==> src/rtl/zigzag_ctrl.sv <==
// -----------------------------------------------------------------------------
// zigzag_ctrl
// Sequencing controller for the 8x8 ZigZag reorder buffer of the JPEG encoder.
// Rows from the DCT/quantiser are accepted over a valid/ready handshake. They
// are forwarded to the ZigZag only while its internal counter is in the load
// phase. The controller mirrors that counter so it can tag the eight reordered
// output words with valid/first/last. It also counts finished blocks and can
// flush the ZigZag.
//
// Optional feature macro: ZIGZAG_CTRL_OVERRUN_EN
//   When defined, this adds input i_out_ready and sticky output o_overrun.
//   It also holds off the row-7 handshake while the consumer is stalled.
//
// Ports:
//   i_clk        clock
//   i_Reset      asynchronous active-low reset
//   i_data       upstream row, 8 coefficients, MSB slot = column 0
//   i_valid      upstream row valid
//   o_ready      a row can be accepted this cycle
//   i_flush      single-cycle abort of the current block
//   i_out_ready  (optional) downstream consumer ready
//   o_overrun    (optional) sticky: a word was output while consumer stalled
//   o_zz_data    row to ZigZag (pass-through of i_data)
//   o_zz_enable  ZigZag write enable (i_valid & o_ready)
//   o_zz_rst_n   ZigZag synchronous active-low reset
//   o_valid      ZigZag output word valid
//   o_first      first word of a block
//   o_last       eighth word of a block
//   o_block_cnt  completed blocks, modulo 2^CNT_W
//   o_busy       block partially loaded or draining
// -----------------------------------------------------------------------------
module zigzag_ctrl #(
    parameter int BW    = 8,
    parameter int CNT_W = 16
) (
    input  logic             i_clk,
    input  logic             i_Reset,
    input  logic [8*BW-1:0]  i_data,
    input  logic             i_valid,
    output logic             o_ready,
    input  logic             i_flush,
`ifdef ZIGZAG_CTRL_OVERRUN_EN
    input  logic             i_out_ready,
    output logic             o_overrun,
`endif
    output logic [8*BW-1:0]  o_zz_data,
    output logic             o_zz_enable,
    output logic             o_zz_rst_n,
    output logic             o_valid,
    output logic             o_first,
    output logic             o_last,
    output logic [CNT_W-1:0] o_block_cnt,
    output logic             o_busy
);

    logic             r_zz_rst_n;
    logic [3:0]       r_sh;        // shadow of the ZigZag row/word counter
    logic             r_loaded;    // all 8 rows of the current block are in
    logic             r_valid;
    logic             r_first;
    logic             r_last;
    logic [CNT_W-1:0] r_block_cnt;

    logic w_stall;
    logic w_enable;
    logic w_valid_nxt;
    logic w_first_nxt;
    logic w_last_nxt;

`ifdef ZIGZAG_CTRL_OVERRUN_EN
    logic r_overrun;
    // Holding back row 7 keeps a drain from starting into a stalled consumer.
    assign w_stall   = (r_sh == 4'd7) & ~i_out_ready;
    assign o_overrun = r_overrun;
`else
    assign w_stall   = 1'b0;
`endif

    // Flush wins over a simultaneous row, so it also masks ready.
    assign o_ready     = r_zz_rst_n & ~r_sh[3] & ~i_flush & ~w_stall;
    assign w_enable    = i_valid & o_ready;
    assign o_zz_enable = w_enable;
    assign o_zz_data   = i_data;
    assign o_zz_rst_n  = r_zz_rst_n;

    // The flags line up with the ZigZag's registered output word.
    assign w_valid_nxt = r_sh[3] & r_loaded & r_zz_rst_n & ~i_flush;
    assign w_first_nxt = (r_sh == 4'd8)  & r_loaded & ~i_flush;
    assign w_last_nxt  = (r_sh == 4'd15) & r_loaded & ~i_flush;

    assign o_valid     = r_valid;
    assign o_first     = r_first;
    assign o_last      = r_last;
    assign o_block_cnt = r_block_cnt;
    assign o_busy      = r_loaded | ((r_sh != 4'd0) & (r_sh != 4'd15)) | ~r_zz_rst_n;

    always_ff @(posedge i_clk or negedge i_Reset) begin
        if (!i_Reset) begin
            r_zz_rst_n  <= 1'b0;
            r_sh        <= 4'hF;
            r_loaded    <= 1'b0;
            r_valid     <= 1'b0;
            r_first     <= 1'b0;
            r_last      <= 1'b0;
            r_block_cnt <= '0;
        end else begin
            // A flush pulses the ZigZag reset low for exactly one cycle.
            r_zz_rst_n <= ~i_flush;

            // This must track the ZigZag counter exactly. The ZigZag free-runs
            // through 8..15 and returns to 15 whenever its reset is sampled low.
            if (!r_zz_rst_n)
                r_sh <= 4'hF;
            else if (w_enable || r_sh[3])
                r_sh <= r_sh + 4'd1;

            if (i_flush)
                r_loaded <= 1'b0;
            else if (w_enable && (r_sh == 4'd7))
                r_loaded <= 1'b1;
            else if (r_zz_rst_n && (r_sh == 4'hF))
                r_loaded <= 1'b0;

            r_valid <= w_valid_nxt;
            r_first <= w_first_nxt;
            r_last  <= w_last_nxt;

            if (w_last_nxt)
                r_block_cnt <= r_block_cnt + {{(CNT_W-1){1'b0}}, 1'b1};
        end
    end

`ifdef ZIGZAG_CTRL_OVERRUN_EN
    always_ff @(posedge i_clk or negedge i_Reset) begin
        if (!i_Reset)
            r_overrun <= 1'b0;
        else if (i_flush)
            r_overrun <= 1'b0;
        else if (r_valid && !i_out_ready)
            r_overrun <= 1'b1;
    end
`endif

endmodule

==> config.mk <==
export PLATFORM = sky130hd
export DESIGN_NAME = zigzag_ctrl
export DESIGN_NICKNAME = d
export VERILOG_FILES = /design/src/rtl/zigzag_ctrl.sv
export SDC_FILE = /design/constraint.sdc
export NUM_CORES = 1
export LEC_CHECK = 0
export BUFFER_PORTS_ARGS = -buffer_cell sky130_fd_sc_hd__buf_2
export CORE_ASPECT_RATIO = 0.75
export CORE_UTILIZATION = 33
export CTS_CLUSTER_SIZE = 12
export DETAILED_ROUTE_END_ITERATION = 6
export PLACE_DENSITY = 0.8
export REMOVE_ABC_BUFFERS = 1
export SLEW_MARGIN = 20
export SYNTH_ARGS = -nofsm -noshare
export SYNTH_HDL_FRONTEND = slang
export SYNTH_SLANG_ARGS = --single-unit
==> constraint.sdc <==
create_clock -name i_clk -period 1.63 [get_ports i_clk]
set_input_delay 0.163 -clock i_clk [delete_from_list [all_inputs] [get_ports i_clk]]
set_output_delay 0.163 -clock i_clk [all_outputs]
set_load 0.03 [all_outputs]
# Yosys cells after proc, flatten, opt, wreduce, memory -nomap -nowiden
# Cells that the tools add are included.
[totals] elab_cells=40 output_inout_bits=87 regBits=25 input_bits=68
[op_classes] n_reduce_logical=5 eq_ne=5 addsub=2 bitwise_logic=16 n_mux=5
[ops] cell="16-bit by 1-bit adder with 16-bit output (second input constant)" count=1
[ops] cell="1-bit AND" count=11
[ops] cell="4-bit == test (second input constant)" count=2
[ops] cell="4-bit 2-to-1 mux" count=2
[ops] cell="4-bit by 1-bit adder with 4-bit output (second input constant)" count=1
[ops] cell="4-bit by 3-bit == test with 1-bit output (second input constant)" count=1
[ops] cell="4-bit inequality test (second input constant)" count=1
[ops] cell="4-bit nonzero test" count=1
[ops] cell="1-bit 2-to-1 mux" count=3
[ops] cell="1-bit inverter" count=3
[ops] cell="3-bit nonzero test" count=1
[ops] cell="1-bit logical AND" count=2
[ops] cell="2-bit by 1-bit inequality test with 1-bit output (second input constant)" count=1
[ops] cell="1-bit OR" count=2
[ops] cell="1-bit logical OR" count=1

# Longest topological paths before layout
[depth] ltp_word=7 mapped_depth=7 mapped_depth_nobuf=6

# Worst setup path before layout
# OpenSTA, ideal clock, no wires.
[synth_path] path_type="reg-to-reg" from="register r_zz_rst_n, in the netlist o_zz_rst_n" to="register r_sh[3]" required_time_ns=1.566 n_path_buf=1 setup_time_ns=0.064 path_slack_ns=-0.224 arrival_time_ns=1.790 synth_period_minus_slack_ns=1.854 path_stages_with_launch=6 cell_sequence="dfrtp_1 clkbuf_1 nand2_1 nor3_1 mux2i_1 nand2_1"
[synth_between] elab_chain_len=5 elab_cells_between_ends=6 cone_classes="1 x eq/ne; 1 x mux; 3 x bitwise; 1 x reduce/logical"
[synth_lines] element="start, declared" line="56" source="logic r_zz_rst_n;"
[synth_lines] element="start signal, assigned" line="108" source="r_zz_rst_n <= ~i_flush;"
[synth_lines] element="1-bit AND (2 in a row)" line="80" source="assign o_ready = r_zz_rst_n & ~r_sh[3] & ~i_flush & ~w_stall;"
[synth_lines] element="1-bit AND" line="81" source="assign w_enable = i_valid & o_ready;"
[synth_lines] element="via o_zz_enable" line="47" source="output logic o_zz_enable,"
[synth_lines] element="1-bit logical OR" line="114" source="else if (w_enable || r_sh[3])"
[synth_lines] element="2-bit by 1-bit inequality test with 1-bit output (no line)"
[synth_lines] element="end signal, assigned" line="115" source="r_sh <= r_sh + 4'd1;"
[synth_lines] element="end, declared" line="57" source="logic [3:0] r_sh;"
# The timed path passes the listed nets, and every way through them passes these cells.
# A chain may end at the register's enable or synchronous reset.

# Worst setup path after layout
[layout_path] from="register r_sh[1]" to="output port o_busy"
[layout_between] elab_chain_len=4 elab_cells_between_ends=5 cone_classes="1 x eq/ne; 3 x bitwise; 1 x reduce/logical"
[layout_lines] element="4-bit inequality test / 4-bit nonzero test (equally long branches)" line="95" source="assign o_busy = r_loaded | ((r_sh != 4'd0) & (r_sh != 4'd15)) | ~r_zz_rst_n;"
[layout_lines] element="1-bit AND *" line="95"
[layout_lines] element="1-bit OR * (2 in a row)" line="95"
[layout_lines] element="end, declared" line="53" source="output logic o_busy"
# Every way passes the cells marked *; elsewhere a longest branch is shown, timed or not.

==> run metrics <==
# clock sinks=25; Fin. Hold Viols=0; DRT iter0 DRCs=between 60 and 70; Ports=approximately 160; global-route wire length before repair=9560 um; pin count of the biggest net entering global routing=26; Post-Syn Area=1650 sq um; Worst Tran Pin Value=between 0.5 and 0.6 ns; layout cells sized above 1=~45%; vias in the first global route=1073; Reg clk slew, reported paths=about 0.08 ns; final max-slew violation count=0; Peak VDD IR=0.000655 V; area grow syn2layout=0.228%; status=finished, violations left; core area=approximately 4600 sq um; hold slack=approximately 0.13 ns; FF+latch count, synth=25; antenna violations before repair=0; register area=between 600 and 700 sq um; Hold Path Class=input port to flop; sequential fraction of the synthesis area=between 30% and 40%; Finished Layout Cells=approximately 210; Req. time, crit path=about 1.5 ns; Post-Synthesis Mean Instance Area=between 9 and 10 sq um; slowest library cell on the worst path=dfstp_2; Fin Setup TNS=-0.190 ns; Filler cells=between 400 and 500; Synth Area in Adders=roughly 2.3%; mux share of post-synthesis cell area=less than 1%; Final nets=around 230; Cells after Synth=~180; XOR/XNOR share of the synthesized area=9.03%; violated checks=setup timing; Final Cycle Share=104%; clock root cell=clkbuf_8; H-tree lvl count=1; post-route cell area=1650 sq um; final setup fails=4; drt pass-1 iters=4; die area=5290 sq um; # rows=21; CTS tree=yes; total number of vias=1119; Starting Density=between 30 and 40%; PortBufs=26; Rel. slew slack=around 63%; Vias/cell=roughly 5.2; Worst-Skew Late Latency=0.26 ns; multi-input combinational cell area=between 500 and 600 sq um; gr ovfl total=0; largest fanout on the critical path=3; DRC violation count after routing=0; ant diodes=0; Synth Warn #=0; Die H=63.2 um; compound-gate portion of the synthesized area=around 1.9%; CP max stage delay=approximately 0.56 ns; Synth cell types=29; RSZ-0062 raised after global routing=true; Worst EP arrival=1.54 ns; DP HPWL=between 6000 and 7000 um; RePlAce Congestion=0.882; Detailed Route WL=7430 um; cell leakage power=approximately 0.00086 uW; Num CTS Buffers=3; all-layer global routing usage=between 20% and 30%; PwrDens=roughly 1100 nW/um^2; max-cap violations=0; Max Fclk=roughly 0.59 GHz; Die X=83.6 um; Worst setup EP type=primary output; antenna viol nets, final=0; largest family of logic cells by synthesized area=buffers and inverters; Final Skew=0.00208 ns; placed cell count=206; Post-DP Area=~1500 sq um; simple-gate share of the synthesized area=around 16%; most common cell after layout, fill and taps aside=buf_2; WL/cell=approximately 35 um; Tmin final=between 1.5 and 2 ns; Max clock buf depth=2; crit-path cells=buf_4 > inv_1 > ha_4 > nand2b_4 > o21ai_2 > nand3b_1 > buf_6; most frequent cells in the layout=buf_2 (25), dfrtp_1 (21), buf_4 (18); crit path kind=flop to primary output; min setup slack post-route=-0.0696 ns; critical path launch point type=flop
layout make-up:
cell class              count  area share [%]
flip-flops and latches     25            38.2
repair buffers             45            17.0
inverters                   7            1.74
clock buffers               4            2.73
multi-input cells          76            36.0
well taps                  57            4.31
registers in the layout, summed over array words and instances, names as in the netlist:
signal and cells:
r_loaded 1, o_last 1, o_first 1, o_valid 1, r_sh 4, o_block_cnt 16
o_zz_rst_n 1
synthesized netlist by cell type (all sizes together):
cell type  instances  area, sq um
clkbuf             2         7.51
inv                7         26.3
nor2               6         22.5
nand4              4         25.0
dfrtp             21          526
nand3              6         35.0
nor3               7         50.1
nand3b             2         15.0
ha                 3         37.5
xnor2              8         70.1
or2                1         6.26
a211oi             1         7.51
and3               1         6.26
a41oi              1         8.76
nor2b              1         6.26
o21ai              3         15.0
xor2               9         78.8
buf               65          485
mux2i              1         10.0
dfstp              4          105
nor4               2         12.5
nand2             16         60.1
nand4b             1         8.76
or4                1         11.3
nand2b             2         12.5
layer usage:
metal,share of wire (%),global-route usage [%],wire length [um],vias to the layer above
met5,0,10.1,0,-
met4,1.7,4.45,123,0
met3,32,42.2,2360,14
met2,38,35.4,2830,124
met1,29,24.5,2130,519
li1,-,-,-,462
repair_timing:
item                       in CTS  in global routing
setup buffers                   1                  2
setup endpoints to repair      12                 10
gates resized for setup        16                  7
hold endpoints to repair       21                  0
pin swaps                       9                  4
hold buffers                    1                  0
final timing paths:
kind                                    to       startpoint  slack [ns]  depth (start not counted)
max                                 o_busy          r_sh[1]       -0.07                          7
min                             o_zz_rst_n          i_flush        0.13                          2
max reg2reg                o_block_cnt[15]          r_sh[0]       -0.06                          5
min reg2reg                o_block_cnt[15]  o_block_cnt[15]        0.47                          1
max in group asynchronous          r_sh[0]          i_Reset        0.85                          2
min in group asynchronous           o_last          i_Reset        0.41                          2
critical path: cells and delay by family (launching register included):
kind	cells	cell delay [ns]
AOI/OAI and AO/OA	1	0.05
adders and majority gates	1	0.16
DFF	1	0.56
buffers and inverters	3	0.33
and+or+nand+nor	2	0.18
stage by stage:
stage	util, %	total power [uW]	worst slack [ns]
2_1_floorplan	-	1090	-0.156
5_1_grt	35.7	1940	-0.148
4_1_cts	34.3	1740	-0.0866
3_3_place_gp	31.8	1330	-0.0999
6_report	35.7	1820	-0.0696
3_5_place_dp	31.8	1340	-0.127
cell families (layout without fill, tap and decap cells):
| logic type | Yosys count | after routing |
|---|---|---|
| buffers and inverters | 74 | 56 |
| AND/OR/NAND/NOR | 50 | 50 |
| flip-flops | 25 | 25 |
| AO/OA/AOI/OAI | 5 | 5 |
| multiplexers | 1 | 1 |
| adder cells (fa/ha/maj) | 3 | 3 |
| XOR/XNOR | 17 | 17 |
power by group:
part / switching, uW / total, uW / internal, uW
Clock: 188 / 363 / 175
Sequential: 77.8 / 791 / 714
Combinational: 352 / 668 / 317
(Power assumes the default switching activity.)
